### src/rtl/sifive_outstanding_tracker.sv
// Per-channel outstanding-transaction tracker with ready gating at MAX_OUT.
// Optional high-water mark output peak_o when SIFIVE_TRACKER_PEAK_EN is defined.
module sifive_outstanding_tracker #(
  parameter int N_CH    = 8,
  parameter int CNT_W   = 5,
  parameter int MAX_OUT = 15
) (
  input  logic                  clock,
  input  logic                  reset,
  input  logic [N_CH-1:0]       req_valid,
  output logic [N_CH-1:0]       req_ready,
  input  logic [N_CH-1:0]       resp_valid,
  output logic [N_CH*CNT_W-1:0] cnt_o,
  output logic [N_CH-1:0]       req_fire_o,
  output logic [N_CH-1:0]       resp_fire_o,
  output logic                  err_o,
`ifdef SIFIVE_TRACKER_PEAK_EN
  output logic                  idle_o,
  output logic [N_CH*CNT_W-1:0] peak_o
`else
  output logic                  idle_o
`endif
);

  localparam logic [CNT_W-1:0] MAX_C = CNT_W'(MAX_OUT);
  localparam logic [CNT_W-1:0] OVF_C = CNT_W'(2**(CNT_W-1));

  logic [CNT_W-1:0] cnt_q [N_CH];
  logic [CNT_W-1:0] cnt_d [N_CH];
  logic [N_CH-1:0]  unf;
  logic [N_CH-1:0]  ovf;
  logic             err_q;

  // Handshake strobes: ready depends only on the registered count
  always_comb begin
    for (int i = 0; i < N_CH; i++) begin
      req_ready[i] = ~reset & (cnt_q[i] < MAX_C);
    end
    req_fire_o  = req_valid & req_ready;
    resp_fire_o = resp_valid & {N_CH{~reset}};
  end

  // Next count per channel plus underflow/overflow detection
  always_comb begin
    for (int i = 0; i < N_CH; i++) begin
      cnt_d[i] = cnt_q[i];
      unf[i]   = 1'b0;
      ovf[i]   = 1'b0;
      if (cnt_q[i] >= OVF_C) begin
        ovf[i] = 1'b1;
      end else if (req_fire_o[i] && !resp_fire_o[i]) begin
        cnt_d[i] = cnt_q[i] + 1'b1;
      end else if (resp_fire_o[i] && !req_fire_o[i]) begin
        if (cnt_q[i] == '0) unf[i] = 1'b1;
        else cnt_d[i] = cnt_q[i] - 1'b1;
      end
    end
  end

  // Count and sticky error registers
  always_ff @(posedge clock) begin
    if (reset) begin
      for (int i = 0; i < N_CH; i++) cnt_q[i] <= '0;
      err_q <= 1'b0;
    end else begin
      for (int i = 0; i < N_CH; i++) cnt_q[i] <= cnt_d[i];
      err_q <= err_q | (|unf) | (|ovf);
    end
  end

  // Flatten counts and derive idle from registered state only
  always_comb begin
    idle_o = 1'b1;
    for (int i = 0; i < N_CH; i++) begin
      cnt_o[i*CNT_W +: CNT_W] = cnt_q[i];
      if (cnt_q[i] != '0) idle_o = 1'b0;
    end
  end

  assign err_o = err_q;

`ifdef SIFIVE_TRACKER_PEAK_EN
  logic [CNT_W-1:0] peak_q [N_CH];

  // High-water mark, saturating at MAX_OUT
  always_ff @(posedge clock) begin
    if (reset) begin
      for (int i = 0; i < N_CH; i++) peak_q[i] <= '0;
    end else begin
      for (int i = 0; i < N_CH; i++) begin
        if (cnt_d[i] > peak_q[i])
          peak_q[i] <= (cnt_d[i] > MAX_C) ? MAX_C : cnt_d[i];
      end
    end
  end

  // Flatten peak values
  always_comb begin
    for (int i = 0; i < N_CH; i++) peak_o[i*CNT_W +: CNT_W] = peak_q[i];
  end
`endif

endmodule

### config.mk
export PLATFORM = sky130hd
export DESIGN_NAME = sifive_outstanding_tracker
export DESIGN_NICKNAME = d
export VERILOG_FILES = /design/src/rtl/sifive_outstanding_tracker.sv
export SDC_FILE = /design/constraint.sdc
export NUM_CORES = 1
export LEC_CHECK = 0
export BUFFER_PORTS_ARGS = -buffer_cell sky130_fd_sc_hd__buf_2
export CORE_UTILIZATION = 57
export CTS_CLUSTER_SIZE = 12
export DETAILED_ROUTE_END_ITERATION = 8
export HOLD_SLACK_MARGIN = 0.05
export PLACE_DENSITY_LB_ADDON = 0.25
export SLEW_MARGIN = 0
export SYNTH_ARGS = -nofsm -noshare
export SYNTH_HDL_FRONTEND = slang
export SYNTH_SLANG_ARGS = --single-unit
export TNS_END_PERCENT = 30
### constraint.sdc
create_clock -name clock -period 5.83 [get_ports clock]
set_input_delay 1.166 -clock clock [delete_from_list [all_inputs] [get_ports clock]]
set_output_delay 1.166 -clock clock [all_outputs]
set_load 0.05 [all_outputs]
Word level (Yosys, flattened, before mapping). Memory sizes are Yosys's and may differ from the RTL's. Cells that the tools add are included.

Bitwise operators: 21. Reductions and logical operators: 50. $lt $le $gt $ge: 16. Add/sub/neg operators: 16. Mux-type cells: 91.

Operators with widths (number): $mux W5 (40); $mux W1 (51); $add A5 B1 Y5 const B (8); $ge A5 B5 Y1 const B (8); $logic_not A5 Y1 (8); $lt A5 B4 Y1 const B (8); $reduce_bool A5 Y1 (8); $sub A5 B1 Y5 const B (8); $and A8 B8 Y8 (2); $logic_and A1 B1 Y1 (16); $logic_not A1 Y1 (16); $reduce_or A8 Y1 (2); $or A1 B1 Y1 (10); $and A1 B1 Y1 (8); $not A1 Y1 (1).

Output and inout bits: 66. Bits in registers: 1. Bits in writable memories: 40. Input port bits: 18. Word-level logic and storage cells: 196. Memories: 1.

Memory list: cnt_q (depth 8, bits a word 5, read ports 8, clocked after memory_dff 0, wr ports 8, line 28) `logic [CNT_W-1:0] cnt_q [N_CH];`.

Longest topological paths before layout. Gate-level depths: netlist of the first run.

Depth after elaboration: 11. Gate-level depth with buffers: 13. Depth with buffers taken out: 13.

Worst setup path after synthesis of the first run. No wires, ideal clock.

Path type: in2reg. From: input reset. To: memory cnt_q[0][4]. Data required time: 5.698 ns. Setup time: 0.132 ns. Data arrival time: 4.435 ns. Path buffers: 1. Path slack: 1.262 ns. Stages on the path: 12. Cell sequence: clkbuf_1 -> nor3_1 -> nand2_1 -> inv_1 -> ha_1 -> inv_1 -> ha_1 -> nor2b_1 -> o21a_1 -> o21a_1 -> o21ai_0 -> a21oi_1.

RTL lines: from (decl) (line 9) `input logic reset,`; to (decl) (line 28).

Worst setup path after layout of the first run.
From: input reset. To: output req_fire_o[1].

Word-level cells in the longest chain between the ends: 3.

RTL lines: $not A1 Y1 (line 37) `req_ready[i] = ~reset & (cnt_q[i] < MAX_C);`; $and A1 B1 Y1 (line 37); $and A8 B8 Y8 (line 39) `req_fire_o = req_valid & req_ready;`; to (decl) (line 14) `output logic [N_CH-1:0] req_fire_o,`.

Every way passes these cells.

==> summary.md, run 1 <==
| Metric | Value |
|---|---|
| Outcome | finished clean |
| Slew @ Worst Pin | 0.8041 ns |
| Resized Gates After CTS | 0 |
| Startpoint Class | input port |
| Synth Register Bits | a little over 40 |
| Gp weighted congestion | 0.8851 |
| Vias in the first global route | 2592 |
| ANT nets after route | 0 |
| Max Cap Violations | 0 |
| Yosys cell types | 33 |
| Final WS setup | 2.264 ns |
| Crit path launch | reset |
| Antenna fix cells | 0 |
| Vias | 2768 |
| Hold-fix buffers at CTS | 0 |
| Row cnt | 25 |
| Via/cell ratio | 5.514 |
| GR Util All Layers | about a quarter |
| Clock sink count | 41 |
| Clock transition at path regs | 0.08 ns |
| Die height | roughly 74 um |
| Post-DP HPWL | roughly 5000 um |
| Area Growth Syn to Fin | 20.13% |
| Syn Nets | a little over 400 |
| Core Area | between 4000 and 5000 sq um |
| 1st-pass router iterations | 4 |
| First-pass GRT wire length | 11090 um |
| Initial antenna violation count | 0 |
| WL/cell | around 13 um |
| Clock Skew | a little under 0.01 ns |
| Final Hold Vio Count | 0 |
| PortBufs | 83 |
| CTS Buffer Depth | 2 |
| M1 wire length | 3036 um |
| Final Max Slew Viols | 0 |
| Root buffer cell | clkbuf_8 |
| Die X | 74.34 um |
| CTS buffer count | 5 |
| Post-CTS Setup Inserts | 0 |
| Syn avg cell area | 8.547 sq um |
| Top-area cell type share of the netlist area | 27.52% |
| Worst Min Path Start | cnt_q[0][8] |
| Drt total wl | ~6700 um |
| CP Max Fanout | 45 |
| Worst endpoint required time | between 4 and 5 ns |
| Synth area leader | dfxtp_1 |
| Post-synth EDFFs | 0 |
| Top cells by area in the synthesized netlist | dfxtp_1 (28%), ha_1 (17%), xnor2_1 (8.8%), a21oi_1 (5.7%), fa_1 (5.4%) |
| Asr flop ratio synth | 0% |
| Tmin final | 3.566 ns |
| Max-slew headroom | 46.39% |
| Max Clock Freq | between 200 and 300 MHz |
| Critical Path Sink Type | primary output |
| WHS | 0.5323 ns |
| Reg-to-Reg Start | cnt_q[0][0] |
| DRT iter0 DRCs | just over 80 |
| Tightest Hold Check Type | reg -> reg |
| Sequential share of the synthesized area | 27.52% |
| Pin count of the biggest net entering global routing | 46 |
| CTS tree | built |
| H-tree levels | 2 |
| Synthesized cell area | 2983 sq um |
| Synth warn | 0 |
| Met3 wire len | 218 um |
| Clock Latency Late Sink | 0.30 ns |
| Io pins | 84 |
| DRC violations left | 0 |
| Arrival time of the worst setup path | 2.40 ns |
| Syn Inst Count | 349 |
| Kind of critical path | in -> out |
| Tcrit/Tclk final | 61.16% |
| RSZ-0062 raised after global routing | false |
| Setup TNS | 0 ns |
| Prevailing post-synth register cell | dfxtp_1 |
| Met2 WL | roughly 3300 um |
| Dpl cells | 494 |
| Share of cells above drive strength 1 | a little under a quarter |
| Die ar. | between 5000 and 6000 sq um |
| Final setup violating endpoints | 0 |
| Nets | 500 |
| DP Worst Slack | around 2.2 ns |
| Fin cells | 502 |
| Initial Util | 61.13% |
| Congestion Overflow GR | 0 |
| Uppermost layer routed | met4 |
synth_stat cells, types with 7 or more instances:
cell / n
o21ai_0: 14
nor4_1: 7
a21oi_1: 34
nor3_1: 16
nand2b_1: 8
a21o_1: 13
dfxtp_1: 41
nand2_1: 25
inv_1: 31
a211oi_1: 9
ha_1: 40
fa_1: 8
nor2_1: 30
xnor2_1: 30
worst paths after layout:
path / to / slack [ns] / depth (start not counted)
setup reg to reg: cnt_q[0][4] / 3.28 / 12
hold / removal: cnt_q[0][8] / 0.53 / 2
hold reg to reg: cnt_q[0][8] / 0.53 / 2
setup / recovery: req_fire_o[1] / 2.26 / 5
cells in the final DEF, fill, tap and decap left out, types with 2 or more instances in the layout:
| master | count |
|---|---|
| a211oi_1 | 9 |
| a21o_1 | 13 |
| a21oi_1 | 34 |
| and4_1 | 6 |
| buf_2 | 83 |
| clkbuf_8 | 6 |
| dfxtp_1 | 41 |
| fa_1 | 8 |
| ha_1 | 40 |
| inv_1 | 31 |
| mux2i_1 | 4 |
| nand2_1 | 25 |
| nand2b_1 | 8 |
| nor2_1 | 30 |
| nor2b_1 | 2 |
| nor3_1 | 16 |
| nor3_2 | 3 |
| nor3b_1 | 2 |
| nor4_1 | 7 |
| nor4b_1 | 2 |
| o21a_1 | 4 |
| o21ai_0 | 14 |
| or4_1 | 3 |
| or4_4 | 2 |
| xnor2_1 | 30 |
worst max-delay path, cell delays in order:
cell and delay, ns:
buf_2 0.34, nor3_1 0.39, nand2_1 0.13, inv_1 0.09, buf_2 0.26
cell type report:
cell class | instances | area, sq um
timing repair buffer | 84 | 422.9
sequential | 41 | 820.8
multi-input combinational | 271 | 2023
inverter | 31 | 116.4
clock inverter | 1 | 30.03
fill | 391 | 1296
clock buffer | 7 | 86.33
tap | 67 | 83.83
state kept, by name, summed over array words and instances, names as in the netlist:
register / cells
cnt_q: 40
err_o: 1
layer usage:
| metal | vias to the layer above | track usage, % |
|---|---|---|
| met2 | 64 | 45.56 |
| met5 | - | 0 |
| met1 | 1298 | 31.37 |
| met4 | 0 | 10.06 |
| met3 | 13 | 4.201 |
| li1 | 1393 | - |
cells by family after synthesis:
group | Yosys count | synth area share [%]
AOI/OAI and AO/OA | 78 | 15.73
muxes | 4 | 1.342
xor gates and xnor gates | 30 | 8.809
and+or+nand+nor | 111 | 19.80
adders and majority gates | 48 | 22.15
buffers and inverters | 37 | 4.656
DFF | 41 | 27.52
metrics by stage:
stage / area, sq um / utilization (%)
after floorplan: 2983 / -
after global placement: 3467 / 71.05
after detailed placement: 3467 / 71.05
after CTS: 3583 / 73.44
after global routing: 3583 / 73.44
final: 3583 / 73.44
Power of run 1 is left out: the tool's default activity adds up to more than one toggle a clock period on the data nets, which glitch-free logic cannot reach.
==> run 2: changes to the inputs <==
--- a/config.mk
+++ b/config.mk
@@ -6,7 +6,7 @@
 export NUM_CORES = 1
 export LEC_CHECK = 0
 export BUFFER_PORTS_ARGS = -buffer_cell sky130_fd_sc_hd__buf_2
-export CORE_UTILIZATION = 57
+export CORE_UTILIZATION = 53
 export CTS_CLUSTER_SIZE = 12
 export DETAILED_ROUTE_END_ITERATION = 8
 export HOLD_SLACK_MARGIN = 0.05
==> constraint.sdc (replaced) <==
create_clock -name clock -period 3.5 [get_ports clock]
set_input_delay 0.7 -clock clock [delete_from_list [all_inputs] [get_ports clock]]
set_output_delay 0.7 -clock clock [all_outputs]
set_load 0.05 [all_outputs]
==> summary.md, run 2 (synthesis results as in run 1) <==
| Metric | Value |
|---|---|
| Outcome | finished clean |
| Dpl cells | 498 |
| Final Hold Vio Count | 0 |
| Pin count of the biggest net entering global routing | 37 |
| Fin cells | 506 |
| Worst endpoint required time | 2.80 ns |
| Nets | 501 |
| Max-slew headroom | 48.85% |
| Endpoint of the worst hold path | err_o |
| M2 GR Usage | 41.61% |
| Tightest Hold Check Type | reg -> reg |
| GRT busiest layer | met2 |
| Max reg flops | 40 |
| Critical Path Sink Type | primary output |
| Startpoint Class | flop |
| Post-CTS Setup Inserts | 0 |
| Die ar. | between 5000 and 6000 sq um |
| CTS tree | built |
| Arrival time of the worst setup path | ~2.2 ns |
| Die X | 77.02 um |
| Clock Latency Late Sink | between 0.2 and 0.3 ns |
| Max Clock Freq | between 300 and 400 MHz |
| Slew @ Worst Pin | 0.7626 ns |
| 1st-pass router iterations | 4 |
| Vias in the first global route | 2549 |
| Reg-to-Reg End | cnt_q[1][19] |
| WHS | 0.5294 ns |
| Kind of critical path | reg -> out |
| DRT iter0 DRCs | 173 |
| Fill count | 461 |
| Clock transition at path regs | about 0.08 ns |
| Core Area | 5270 sq um |
| Most frequent cells in the layout | buf_2 (83), dfxtp_1 (41), ha_1 (40), a21oi_1 (34), inv_1 (31) |
| Root buffer cell | clkbuf_8 |
| GR Util All Layers | 23.93% |
| RSZ-0062 raised after global routing | false |
| ANT nets after route | 0 |
| WL/cell | roughly 14 um |
| Clock Skew | between 0.008 and 0.009 ns |
| R2R Setup Slk | 0.98 ns |
| Io pins | 84 |
| CTS buffer count | 5 |
| Worst Min Path Start | err_o |
| Resized Gates After CTS | 0 |
| Antenna fix cells | 0 |
| CTS Buffer Depth | 2 |
| Tcrit/Tclk final | 82.39% |
| Initial antenna violation count | 0 |
| Area Growth Syn to Fin | 22.40% |
| Die height | 77.02 um |
| Share of cells above drive strength 1 | 24.77% |
| Congestion Overflow GR | 0 |
| Tmin final | 2.884 ns |
| Clock sink count | 41 |
| PortBufs | 83 |
| First-pass GRT wire length | 11690 um |
| Top reg by flops | cnt_q |
| Max Cap Violations | 0 |
| Vias | 2790 |
| Reg-to-Reg Start | cnt_q[1][15] |
| Gp weighted congestion | 0.8488 |
| Row cnt | 26 |
| Initial Util | a little under three fifths |
| CP Max Fanout | 6 |
| Cell count of the worst reg-to-reg path | 13 |
| Final Max Slew Viols | 0 |
| Post-DP HPWL | roughly 5400 um |
| DRC violations left | 0 |
| Worst hold path depth | 2 |
| Met3 Use GR | 3.452% |
| Most common cell after layout, fill and taps aside | buf_2 |
| Final setup violating endpoints | 0 |
| Drt total wl | approximately 7000 um |
| H-tree levels | 2 |
| Hold-fix buffers at CTS | 0 |
| Met1 global-route usage | 31.10% |
| Via/cell ratio | 5.514 |
run 2: changes by cell type in the layout (fill, tap and decap cells not counted), sizes merged:
cell      change
buf           +1
clkinvlp      +1
clkbuf        -1
run 2: worst max-delay path, stage by stage (launching register included):
cell	delay (ns)
dfxtp_1	0.38
or4_1	0.62
or4_4	0.51
nor3_2	0.10
buf_2	0.29
run 2: worst max path at each step:
stage                             from     endpoint  slack (ns)  cells past startpoint
final                     cnt_q[0][10]       idle_o        0.62                      4
after global routing      cnt_q[1][10]       idle_o        0.55                      4
after CTS                 cnt_q[1][10]       idle_o        0.61                      4
after detailed placement         reset  cnt_q[0][4]        0.55                     13
after global placement           reset  cnt_q[0][4]        0.64                     13
after floorplan                  reset  cnt_q[0][4]       -0.18                     12
run 2: layout make-up:
type | count | area, sq um | share of cell area [%]
Multi-Input combinational cell | 271 | 2063 | 56.51
Sequential cell | 41 | 820.8 | 22.48
Timing Repair Buffer | 85 | 442.9 | 12.13
Inverter | 31 | 116.4 | 3.187
Tap cell | 70 | 87.58 | 2.399
Clock buffer | 6 | 82.58 | 2.262
Clock inverter | 2 | 37.54 | 1.028
run 2: per-stage QoR:
step / util [%] / cell area, sq um / TNS, ns / worst slack, ns
finish: 69.28 / 3651 / 0 / 0.6164
global route: 69.28 / 3651 / 0 / 0.5480
CTS: 69.28 / 3651 / 0 / 0.6068
detailed placement: 67.00 / 3531 / 0 / 0.5523
global placement: 67.00 / 3531 / 0 / 0.6415
floorplan: - / 3023 / -0.9902 / -0.1759
run 2: layer usage:
metal	routed length, um	up-vias
met2	3412	65
met5	0	-
met4	51	0
met1	3252	1328
li1	-	1392
met3	260	5
Power of run 2 is left out for the same reason.
==> run 3: changes to the inputs <==
--- a/config.mk
+++ b/config.mk
@@ -6,7 +6,7 @@
 export NUM_CORES = 1
 export LEC_CHECK = 0
 export BUFFER_PORTS_ARGS = -buffer_cell sky130_fd_sc_hd__buf_2
-export CORE_UTILIZATION = 53
+export CORE_UTILIZATION = 48
 export CTS_CLUSTER_SIZE = 12
 export DETAILED_ROUTE_END_ITERATION = 8
 export HOLD_SLACK_MARGIN = 0.05
==> constraint.sdc (replaced) <==
create_clock -name clock -period 2.6 [get_ports clock]
set_input_delay 0.52 -clock clock [delete_from_list [all_inputs] [get_ports clock]]
set_output_delay 0.52 -clock clock [all_outputs]
set_load 0.05 [all_outputs]
==> summary.md, run 3 (synthesis results as in run 1) <==
| Metric | Value |
|---|---|
| Outcome | finished with violations |
| Failing checks | setup timing |
| RSZ-0062 raised after global routing | true |
| Initial antenna violation count | 0 |
| Io pins | 84 |
| Clock sink count | 41 |
| Antenna fix cells | 0 |
| Area Growth Syn to Fin | 42.66% |
| Root buffer cell | clkbuf_8 |
| Slew @ Worst Pin | 0.5084 ns |
| Top reg by flops | cnt_q |
| Final Hold Vio Count | 0 |
| Crit path launch | cnt_q[0][1] |
| Setup TNS | -0.01826 ns |
| Hold-fix buffers at CTS | 0 |
| Reg-to-Reg End | cnt_q[1][19] |
| Clock Latency Late Sink | 0.30 ns |
| Die height | 80.83 um |
| Row cnt | 28 |
| Cell count of the worst reg-to-reg path | 13 |
| Worst endpoint required time | 2.08 ns |
| Tmin final | 2.618 ns |
| CTS tree | built |
| M2 GR Usage | approximately two fifths |
| Critical Path Sink Type | primary output |
| Fin area | between 4000 and 5000 sq um |
| Tcrit/Tclk final | 100.7% |
| Endpoint of the worst hold path | cnt_q[1][18] |
| Area of the multi-input gates | 2429 sq um |
| Final WS setup | -0.01826 ns |
| Max-slew headroom | 65.80% |
| Met3 Use GR | 4.494% |
| Die X | 80.83 um |
| Core Area | 5956 sq um |
| Final setup violating endpoints | 1 |
| ANT nets after route | 0 |
| Pin count of the biggest net entering global routing | 27 |
| Max Clock Freq | 381.9 MHz |
| Via/cell ratio | 5.494 |
| Worst Min Path Start | cnt_q[1][18] |
| Final Max Slew Viols | 0 |
| Register area | 929.6 sq um |
| Tightest Hold Check Type | reg -> reg |
| WL/cell | 14.07 um |
| CTS Buffer Depth | 2 |
| DRC violations left | 0 |
| Initial Util | 50.08% |
| Vias | 2879 |
| PortBufs | 83 |
| Clock transition at path regs | 0.08 ns |
| DRT iter0 DRCs | 61 |
| GR Util All Layers | 23.05% |
| CP Max Fanout | 6 |
| CTS buffer count | 5 |
| Startpoint Class | flop |
| Arrival time of the worst setup path | roughly 2.1 ns |
| Drt total wl | 7372 um |
| First-pass GRT wire length | 11850 um |
| Dpl cells | 513 |
| Most frequent cells in the layout | buf_2 (82), xnor2_1 (30), nor2_1 (30), dfxtp_4 (27), ha_1 (24) |
| GRT busiest layer | met2 |
| Die ar. | 6533 sq um |
| Max Cap Violations | 0 |
| Max reg flops | 40 |
| Nets | 514 |
| Met1 global-route usage | 29.88% |
| Gp weighted congestion | 0.8623 |
| Reg-to-Reg Start | cnt_q[1][15] |
| H-tree levels | 2 |
| Worst hold path depth | 2 |
| Clock Skew | 0.006181 ns |
| DP Area | 4128 sq um |
| Fill count | 477 |
| 1st-pass router iterations | 6 |
| Most common cell after layout, fill and taps aside | buf_2 |
| WHS | 0.5163 ns |
| Congestion Overflow GR | 0 |
| Fin cells | 524 |
| Kind of critical path | reg -> out |
| Post-DP HPWL | 5851 um |
| R2R Setup Slk | 0.31 ns |
| Share of cells above drive strength 1 | approximately 50% |
| Vias in the first global route | 2603 |
[run 3: worst max-delay path by stage]
stage               cells past startpoint           end
floorplan                              12  cnt_q[0][19]
global placement                       13  cnt_q[1][19]
detailed placement                     13   cnt_q[1][4]
CTS                                     4        idle_o
global route                            4        idle_o
finish                                  4        idle_o
[run 3: timing repair]
action                     CTS  global route
pin swaps                    0             1
setup endpoints to repair    1             1
gates resized for setup      2             4
setup buffers                0             3
[run 3: per-stage QoR]
stage | util (%) | setup slack [ns]
finish | 71.45 | -0.01826
global route | 71.45 | -0.05694
CTS | 70.80 | -0.02842
detailed placement | 69.31 | 0.1936
global placement | 69.31 | 0.2039
floorplan | - | -0.1567
[run 3: routing by layer]
layer	up-vias	wire length, um
met5	-	0
met1	1367	3368
li1	1435	-
met3	9	302
met2	68	3615
met4	0	85
[run 3: layout make-up]
cell class | instances | share of cell area (%)
Inverter | 31 | 3.793
Clock buffer | 6 | 1.705
Timing Repair Buffer | 98 | 13.14
Multi-Input combinational cell | 271 | 57.07
Clock inverter | 2 | 0.2352
Tap cell | 75 | 2.205
Sequential cell | 41 | 21.85
[run 3: critical path, cell delays in order, from the launching register on]
cell and delay [ns]:
dfxtp_4 0.37, or4_4 0.56, or4_4 0.56, nor3_4 0.13
buf_6 0.18
Power of run 3 is left out for the same reason.
